===== src/rtl/free_list.sv =====
// rtl/free_list.sv - physical-register free list with per-ROB head checkpoints
//
// Purpose: circular free list of DEPTH = NUM_PR-32 physical tags. One tag is
// allocated per successful dispatch and freed tags are pushed back on retire.
// The head pointer is checkpointed per ROB entry so that a branch rollback
// reclaims every tag allocated after the mispredicted instruction.
//
// Optional feature: FREE_LIST_DUP_CHECK_EN adds a free bitmap and a sticky
// dup_err output that flags double frees and allocation of a non-free tag.
//
// Ports:
//   clock, reset           clock; synchronous active-high reset
//   en                     global stall gate, no state changes when low
//   dispatch_en            allocation request
//   dispatch_rob_idx       ROB tail index of the dispatching instruction
//   retire_en              push retire_T_old back onto the list
//   retire_T_old           tag being freed
//   rollback_en            branch recovery request
//   rollback_rob_idx       ROB index of the mispredicted instruction
//   T_idx                  tag at head, the next tag to be allocated
//   free_valid             at least one tag is free
//   free_hazard            dispatch requested while the list is empty
//   free_count             number of free tags
//   dup_err                (FREE_LIST_DUP_CHECK_EN only) sticky duplicate error
module free_list #(
    parameter int NUM_PR  = 64,
    parameter int NUM_ROB = 32,
    parameter int T_W     = $clog2(NUM_PR),
    parameter int ROB_W   = $clog2(NUM_ROB)
) (
    input  logic             clock,
    input  logic             reset,
    input  logic             en,
    input  logic             dispatch_en,
    input  logic [ROB_W-1:0] dispatch_rob_idx,
    input  logic             retire_en,
    input  logic [T_W-1:0]   retire_T_old,
    input  logic             rollback_en,
    input  logic [ROB_W-1:0] rollback_rob_idx,
    output logic [T_W-1:0]   T_idx,
    output logic             free_valid,
    output logic             free_hazard,
    output logic [T_W:0]     free_count
`ifdef FREE_LIST_DUP_CHECK_EN
    ,
    output logic             dup_err
`endif
);

    localparam int DEPTH = NUM_PR - 32;
    localparam int P_W   = $clog2(DEPTH);
    localparam int CNT_W = T_W + 1;

    logic [T_W-1:0]   arr_q  [DEPTH];
    logic [T_W-1:0]   arr_d  [DEPTH];
    logic [P_W-1:0]   ckpt_q [NUM_ROB];
    logic [P_W-1:0]   ckpt_d [NUM_ROB];
    logic [P_W-1:0]   head_q, head_d;
    logic [P_W-1:0]   tail_q, tail_d;
    logic [CNT_W-1:0] count_q, count_d;

    logic             pop;
    logic [P_W-1:0]   ck_sel;
    logic [P_W:0]     diff;
    logic [P_W:0]     recl_eff;

    function automatic logic [P_W-1:0] ptr_inc(input logic [P_W-1:0] p);
        return (p == P_W'(DEPTH - 1)) ? '0 : p + 1'b1;
    endfunction

    assign T_idx       = arr_q[head_q];
    assign free_valid  = (count_q != '0);
    assign free_hazard = dispatch_en && (count_q == '0);
    assign free_count  = count_q;

    // Rollback wins over dispatch in the same cycle.
    assign pop    = dispatch_en && (count_q != '0) && !rollback_en;
    assign ck_sel = ckpt_q[rollback_rob_idx];

    // Number of tags handed out since the checkpoint, modulo DEPTH.
    always_comb begin
        diff = {1'b0, head_q} - {1'b0, ck_sel};
        if (head_q < ck_sel) begin
            diff = diff + (P_W + 1)'(DEPTH);
        end
        recl_eff = rollback_en ? diff : '0;
    end

    always_comb begin
        arr_d   = arr_q;
        ckpt_d  = ckpt_q;
        head_d  = head_q;
        tail_d  = tail_q;
        count_d = count_q;
        if (en) begin
            if (retire_en) begin
                arr_d[tail_q] = retire_T_old;
                tail_d        = ptr_inc(tail_q);
            end
            if (rollback_en) begin
                head_d = ck_sel;
            end else if (pop) begin
                head_d                   = ptr_inc(head_q);
                ckpt_d[dispatch_rob_idx] = ptr_inc(head_q);
            end
            count_d = count_q - CNT_W'(pop) + CNT_W'(retire_en) + CNT_W'(recl_eff);
        end
    end

    always_ff @(posedge clock) begin
        if (reset) begin
            for (int i = 0; i < DEPTH; i++) begin
                arr_q[i] <= T_W'(32 + i);
            end
            for (int i = 0; i < NUM_ROB; i++) begin
                ckpt_q[i] <= '0;
            end
            head_q  <= '0;
            tail_q  <= '0;
            count_q <= CNT_W'(DEPTH);
        end else begin
            arr_q   <= arr_d;
            ckpt_q  <= ckpt_d;
            head_q  <= head_d;
            tail_q  <= tail_d;
            count_q <= count_d;
        end
    end

`ifdef FREE_LIST_DUP_CHECK_EN
    localparam logic [NUM_PR-1:0] MAP_RST = {{DEPTH{1'b1}}, 32'b0};

    logic [NUM_PR-1:0] free_map_q, free_map_d;
    logic              dup_q, dup_d;
    logic [P_W-1:0]    rb_pos;

    assign dup_err = dup_q;

    always_comb begin
        free_map_d = free_map_q;
        dup_d      = dup_q;
        rb_pos     = '0;
        if (en) begin
            if (pop) begin
                if (!free_map_q[T_idx]) begin
                    dup_d = 1'b1;
                end
                free_map_d[T_idx] = 1'b0;
            end
            // Reclaimed tags sit in the array from the checkpoint up to head.
            if (rollback_en) begin
                for (int i = 0; i < DEPTH; i++) begin
                    if (i < int'(recl_eff)) begin
                        rb_pos                    = P_W'((int'(ck_sel) + i) % DEPTH);
                        free_map_d[arr_q[rb_pos]] = 1'b1;
                    end
                end
            end
            if (retire_en) begin
                if (free_map_q[retire_T_old]) begin
                    dup_d = 1'b1;
                end
                free_map_d[retire_T_old] = 1'b1;
            end
        end
    end

    always_ff @(posedge clock) begin
        if (reset) begin
            free_map_q <= MAP_RST;
            dup_q      <= 1'b0;
        end else begin
            free_map_q <= free_map_d;
            dup_q      <= dup_d;
        end
    end
`endif

endmodule


===== config.mk =====
export PLATFORM = sky130hd
export DESIGN_NAME = free_list
export DESIGN_NICKNAME = d
export VERILOG_FILES = /design/src/rtl/free_list.sv
export SDC_FILE = /design/constraint.sdc
export NUM_CORES = 1
export LEC_CHECK = 0
export CAP_MARGIN = 20
export CORE_ASPECT_RATIO = 0.6
export CORE_UTILIZATION = 60
export CTS_CLUSTER_SIZE = 14
export DETAILED_ROUTE_END_ITERATION = 8
export MAX_ROUTING_LAYER = met4
export PLACE_DENSITY = 0.77
export SLEW_MARGIN = 20
export SYNTH_ARGS = -nofsm -noshare
export SYNTH_HDL_FRONTEND = slang
export SYNTH_SLANG_ARGS = --single-unit

===== constraint.sdc =====
create_clock -name clock -period 5.4 [get_ports clock]
set_clock_uncertainty 0.2 [all_clocks]
set_input_delay 0.54 -clock clock [delete_from_list [all_inputs] [get_ports clock]]
set_output_delay 0.54 -clock clock [all_outputs]
set_load 0.005 [all_outputs]

==> implementation parameters <==
Parameter                              Value

Status
  Status    complete, but fails checks
  Violated checks    DRC

Global routing
  Antenna violations before repair    3
  Wire length of the first global-routing pass    69,500 um
  Via count of the first global-routing pass    12.1k
  Global routing usage summed across all routing layers    31.5%
  Routing usage on met3    7.91%
  Residual overflow from global routing    0
  GR Util met1    49.6%
  Met2 usage in global routing    39.7%
  GR peak layer    met1
  Pin count of the biggest net entering global routing    166

Synth
  Number of register bits inferred by synthesis    369
  Fraction of registers with async set or reset after synthesis    0%
  Gate count after technology mapping    1,684
  Share of the synthesized area in compound gates (AO/OA/AOI/OAI)    10.3%
  Netlist area before placement    0.0171 mm^2
  Mean Syn Cell Area    10.2 um^2
  Post-synthesis adder-cell area fraction    2.03%
  Fraction of post-synthesis cell area in the top cell type by area    43.1%
  Most area-consuming cells after synthesis    sky130_fd_sc_hd__dfxtp_1, sky130_fd_sc_hd__mux4_2, sky130_fd_sc_hd__mux2i_1
  EDFF count, synth    0
  Sequential share of the synthesized area    43.1%
  Area share of and/or/nand/nor cells after synthesis    15.4%
  Distinct cell type count after synthesis    50
  Main combinational cell family by area after synthesis    multiplexers
  Flip-flop cell with the highest count after synthesis    sky130_fd_sc_hd__dfxtp_1
  Post-synthesis xor/xnor area fraction    0.358%
  Syn nets    1,732
  Synth warn    0
  Share of cell area taken by muxes after synthesis    24.6%
  Biggest area consumer among synthesized cells    sky130_fd_sc_hd__dfxtp_1

STA
  Max Clk Rate    201 MHz
  Aggregate negative setup slack    0 ns
  Relative slew margins    28.9%
  Final worst slack    0.433 ns
  Worst-Margin Slew    1.07 ns
  Final Cycle Share    92.0%
  Number of endpoints failing setup at the final stage    0
  Total count of max-transition violations in the final report    0
  Min cycle time layout    4.97 ns
  Final hold vios    0
  Unrepaired setup endpoints after global routing    no

Clocking
  Num CTS Buffers    36
  Post-CTS setup buffer count    0
  Buffer depth of the longest clock path    3
  Number of levels in the clock H-tree    2
  Clock Tree Root    sky130_fd_sc_hd__clkbuf_16
  Total of hold buffers inserted after clock tree synthesis    0
  Number of gates given a new drive strength after cts    0
  Number of sinks driven by the clock tree    369
  Worst-skew pair later-pin latency    0.53 ns
  Clock-pin transition on the worst setup and hold timing paths    0.06 ns
  TritonCTS clock tree    yes

Pwr
  Power per standard cell area    321 mW/mm^2
  Leakage dissipation    6.29 nW
  Max VDD drop    0.202 mV

Routing
  Number of vias after detailed routing    13.0k
  Sum of routed wire length over all layers    44,200 um
  DRC    4
  Average wire per standard cell    21.7 um
  Number of vias per cell    6.41
  Count of routing violations after the opening detailed-route iteration    1,593
  Initial DRT Pass Iterations    7
  Antenna-violating nets left    0

Flow run
  Count of max-cap constraint violations    0

Worst setup path
  Buffers & Inverters on Critical Path    4
  Family with the most delay on the worst path    simple AND/OR/NAND/NOR gates
  Kind of end point of the critical path    flip-flop
  Cell chain of the critical path    clkdlybuf4s50_1 -> nand3b_1 -> o22ai_1 -> nor4_1 -> ha_1 -> inv_1 -> fa_1 -> nand2_1 -> nand2_1 -> a21oi_1 -> xnor2_1 -> nand2_1 -> ha_1 -> inv_1 -> ha_1 -> inv_1 -> or4_1 -> a31o_2 -> a21oi_1
  Kind of critical path    input pin to flip-flop
  Top fanout value on the critical path    11
  Signal arrival time at the worst endpoint    5.22 ns
  Longest individual stage delay on the worst path    0.76 ns
  CP required    5.65 ns
  Worst path slowest cell    sky130_fd_sc_hd__clkdlybuf4s50_1
  Startpoint class of the critical path    input pin

Place
  Setup slack after placement    0.0127 ns
  Cell Count Post-Placement    1,972
  Standard cell area after detailed placement    0.0177 mm^2
  Post-DP HPWL    28,700 um
  Total of buffers placed on input and output ports    36
  Placer Congestion    0.895

Min path
  Class of the tightest hold or removal check    flip-flop to flip-flop

Cells and area
  Synth-to-Final Area Change    9.50%
  Area of all sequential standard cells    0.00739 mm^2
  Layout cells sized above 1    12.3%
  Nets    1,691
  Layout Cell Area excl Fill    0.0188 mm^2
  Filler cell count    2,107
  Area of combinational cells with multiple inputs    0.00907 mm^2
  Number of standard cells in the layout, taps in and fillers out    2,032
  Number of antenna diodes    0

Floorplanning
  Die ar.    0.0293 mm^2
  Area of the placeable core    0.0278 mm^2
  Placement Rows    47
  Overall die width    220 um
  I/O pin total    37
  Die Ht    133 um
  Initial core utilization    61.6%
[routing by layer]
layer  wire (um)  up-vias
met5           0        -
met2       17700      586
met4         647        0
met1       21200     6432
li1            -     5959
met3        4650       55
[path summary, 6_finish.rpt]
kind	cells after the start	end	slack, ns	startpoint
worst max-delay path	19	free_count[6]	0.43	rollback_rob_idx[0]
worst min-delay path	2	arr_q[178]	0.25	arr_q[178]
worst max register to register	15	free_count[6]	0.82	ckpt_q[6]
worst min register to register	2	arr_q[178]	0.25	arr_q[178]
[synthesized netlist by cell type (2+ instances only)]
cell type and number:
sky130_fd_sc_hd__nand3b_1 7, sky130_fd_sc_hd__xnor2_1 5, sky130_fd_sc_hd__a211o_1 114, sky130_fd_sc_hd__fa_1 3
sky130_fd_sc_hd__mux4_1 3, sky130_fd_sc_hd__o211ai_1 4, sky130_fd_sc_hd__clkbuf_1 108, sky130_fd_sc_hd__xor2_1 2
sky130_fd_sc_hd__buf_2 14, sky130_fd_sc_hd__o21a_1 3, sky130_fd_sc_hd__and3_1 50, sky130_fd_sc_hd__buf_1 19
sky130_fd_sc_hd__or4_1 2, sky130_fd_sc_hd__nand3_1 56, sky130_fd_sc_hd__mux4_2 101, sky130_fd_sc_hd__mux2_2 6
sky130_fd_sc_hd__a21oi_1 81, sky130_fd_sc_hd__nor2_1 236, sky130_fd_sc_hd__nand4_1 2, sky130_fd_sc_hd__o2111ai_1 5
sky130_fd_sc_hd__nand2b_1 2, sky130_fd_sc_hd__nor3_1 10, sky130_fd_sc_hd__nor3b_1 6, sky130_fd_sc_hd__and2_1 2
sky130_fd_sc_hd__or3b_2 3, sky130_fd_sc_hd__nor4b_1 2, sky130_fd_sc_hd__ha_1 23, sky130_fd_sc_hd__a211oi_1 5
sky130_fd_sc_hd__nor4bb_1 2, sky130_fd_sc_hd__o22ai_1 12, sky130_fd_sc_hd__a21o_1 2, sky130_fd_sc_hd__nor2b_1 71
sky130_fd_sc_hd__or3_1 2, sky130_fd_sc_hd__nand2_1 104, sky130_fd_sc_hd__o21ai_0 21, sky130_fd_sc_hd__dfxtp_1 369
sky130_fd_sc_hd__nor4_1 5, sky130_fd_sc_hd__inv_1 30, sky130_fd_sc_hd__buf_6 3, sky130_fd_sc_hd__mux2i_1 179
[cells by family (layout without fill, tap and decap cells)]
kind of cell,Yosys count,after routing
compound gates,252,252
mux,289,289
buf+inv,176,157
flops,369,369
simple gates,565,565
fa+ha+maj,26,26
xor+xnor,7,7
[cells in the final DEF, fill, tap and decap left out, types with 6 or more instances in the layout]
| cell | instances |
|---|---|
| sky130_fd_sc_hd__mux4_2 | 101 |
| sky130_fd_sc_hd__nor2b_1 | 71 |
| sky130_fd_sc_hd__dfxtp_1 | 367 |
| sky130_fd_sc_hd__clkbuf_1 | 11 |
| sky130_fd_sc_hd__nor2_1 | 233 |
| sky130_fd_sc_hd__ha_1 | 22 |
| sky130_fd_sc_hd__inv_1 | 30 |
| sky130_fd_sc_hd__a21oi_1 | 81 |
| sky130_fd_sc_hd__o22ai_1 | 12 |
| sky130_fd_sc_hd__clkdlybuf4s50_1 | 33 |
| sky130_fd_sc_hd__a211o_1 | 114 |
| sky130_fd_sc_hd__buf_4 | 28 |
| sky130_fd_sc_hd__clkbuf_16 | 37 |
| sky130_fd_sc_hd__mux2i_1 | 179 |
| sky130_fd_sc_hd__o21ai_0 | 21 |
| sky130_fd_sc_hd__nand2_1 | 104 |
| sky130_fd_sc_hd__nand3b_1 | 7 |
| sky130_fd_sc_hd__clkbuf_8 | 6 |
| sky130_fd_sc_hd__and3_1 | 50 |
| sky130_fd_sc_hd__mux2_2 | 6 |
| sky130_fd_sc_hd__nand3_1 | 56 |
| sky130_fd_sc_hd__nor3_1 | 9 |
[power breakdown]
part / total, mW / switching, mW / internal, mW
combinational: 0.781 / 0.455 / 0.326
sequential: 2.79 / 0.0418 / 2.75
clock: 2.45 / 1.06 / 1.39
total: 6.02 / 1.55 / 4.47
[cell type report]
| class | count | area share [%] |
|---|---|---|
| clock inverters | 6 | 0.327 |
| repair buffers | 67 | 3.33 |
| inverters | 30 | 0.600 |
| clock buffers | 54 | 5.59 |
| well taps | 367 | 2.45 |
| flip-flops and latches | 369 | 39.4 |
| multi-input cells | 1139 | 48.3 |
[flip-flops by register name, summed over array words and instances (netlist names)]
signal and cells:
head_q 5, arr_q 192, tail_q 5, free_count 7, ckpt_q 160
[worst register-to-register path, delay by kind of cell, from the launching register on]
family          cells  cell delay (ns)
compound gates      5             0.89
buf+inv             1             0.05
mux                 3             1.29
fa+ha+maj           3             0.94
flops               1             0.31
simple gates        3             0.83
[through the flow]
step                hold WS, ns  power, mW  utilization [%]
floorplan                 0.230       3.39                -
global placement          0.237       3.59             63.5
detailed placement        0.244       3.61             63.5
CTS                       0.252       6.03             67.5
global route              0.273       6.23             67.5
finish                    0.253       6.02             67.5
Power figures use the tool's default switching activity.
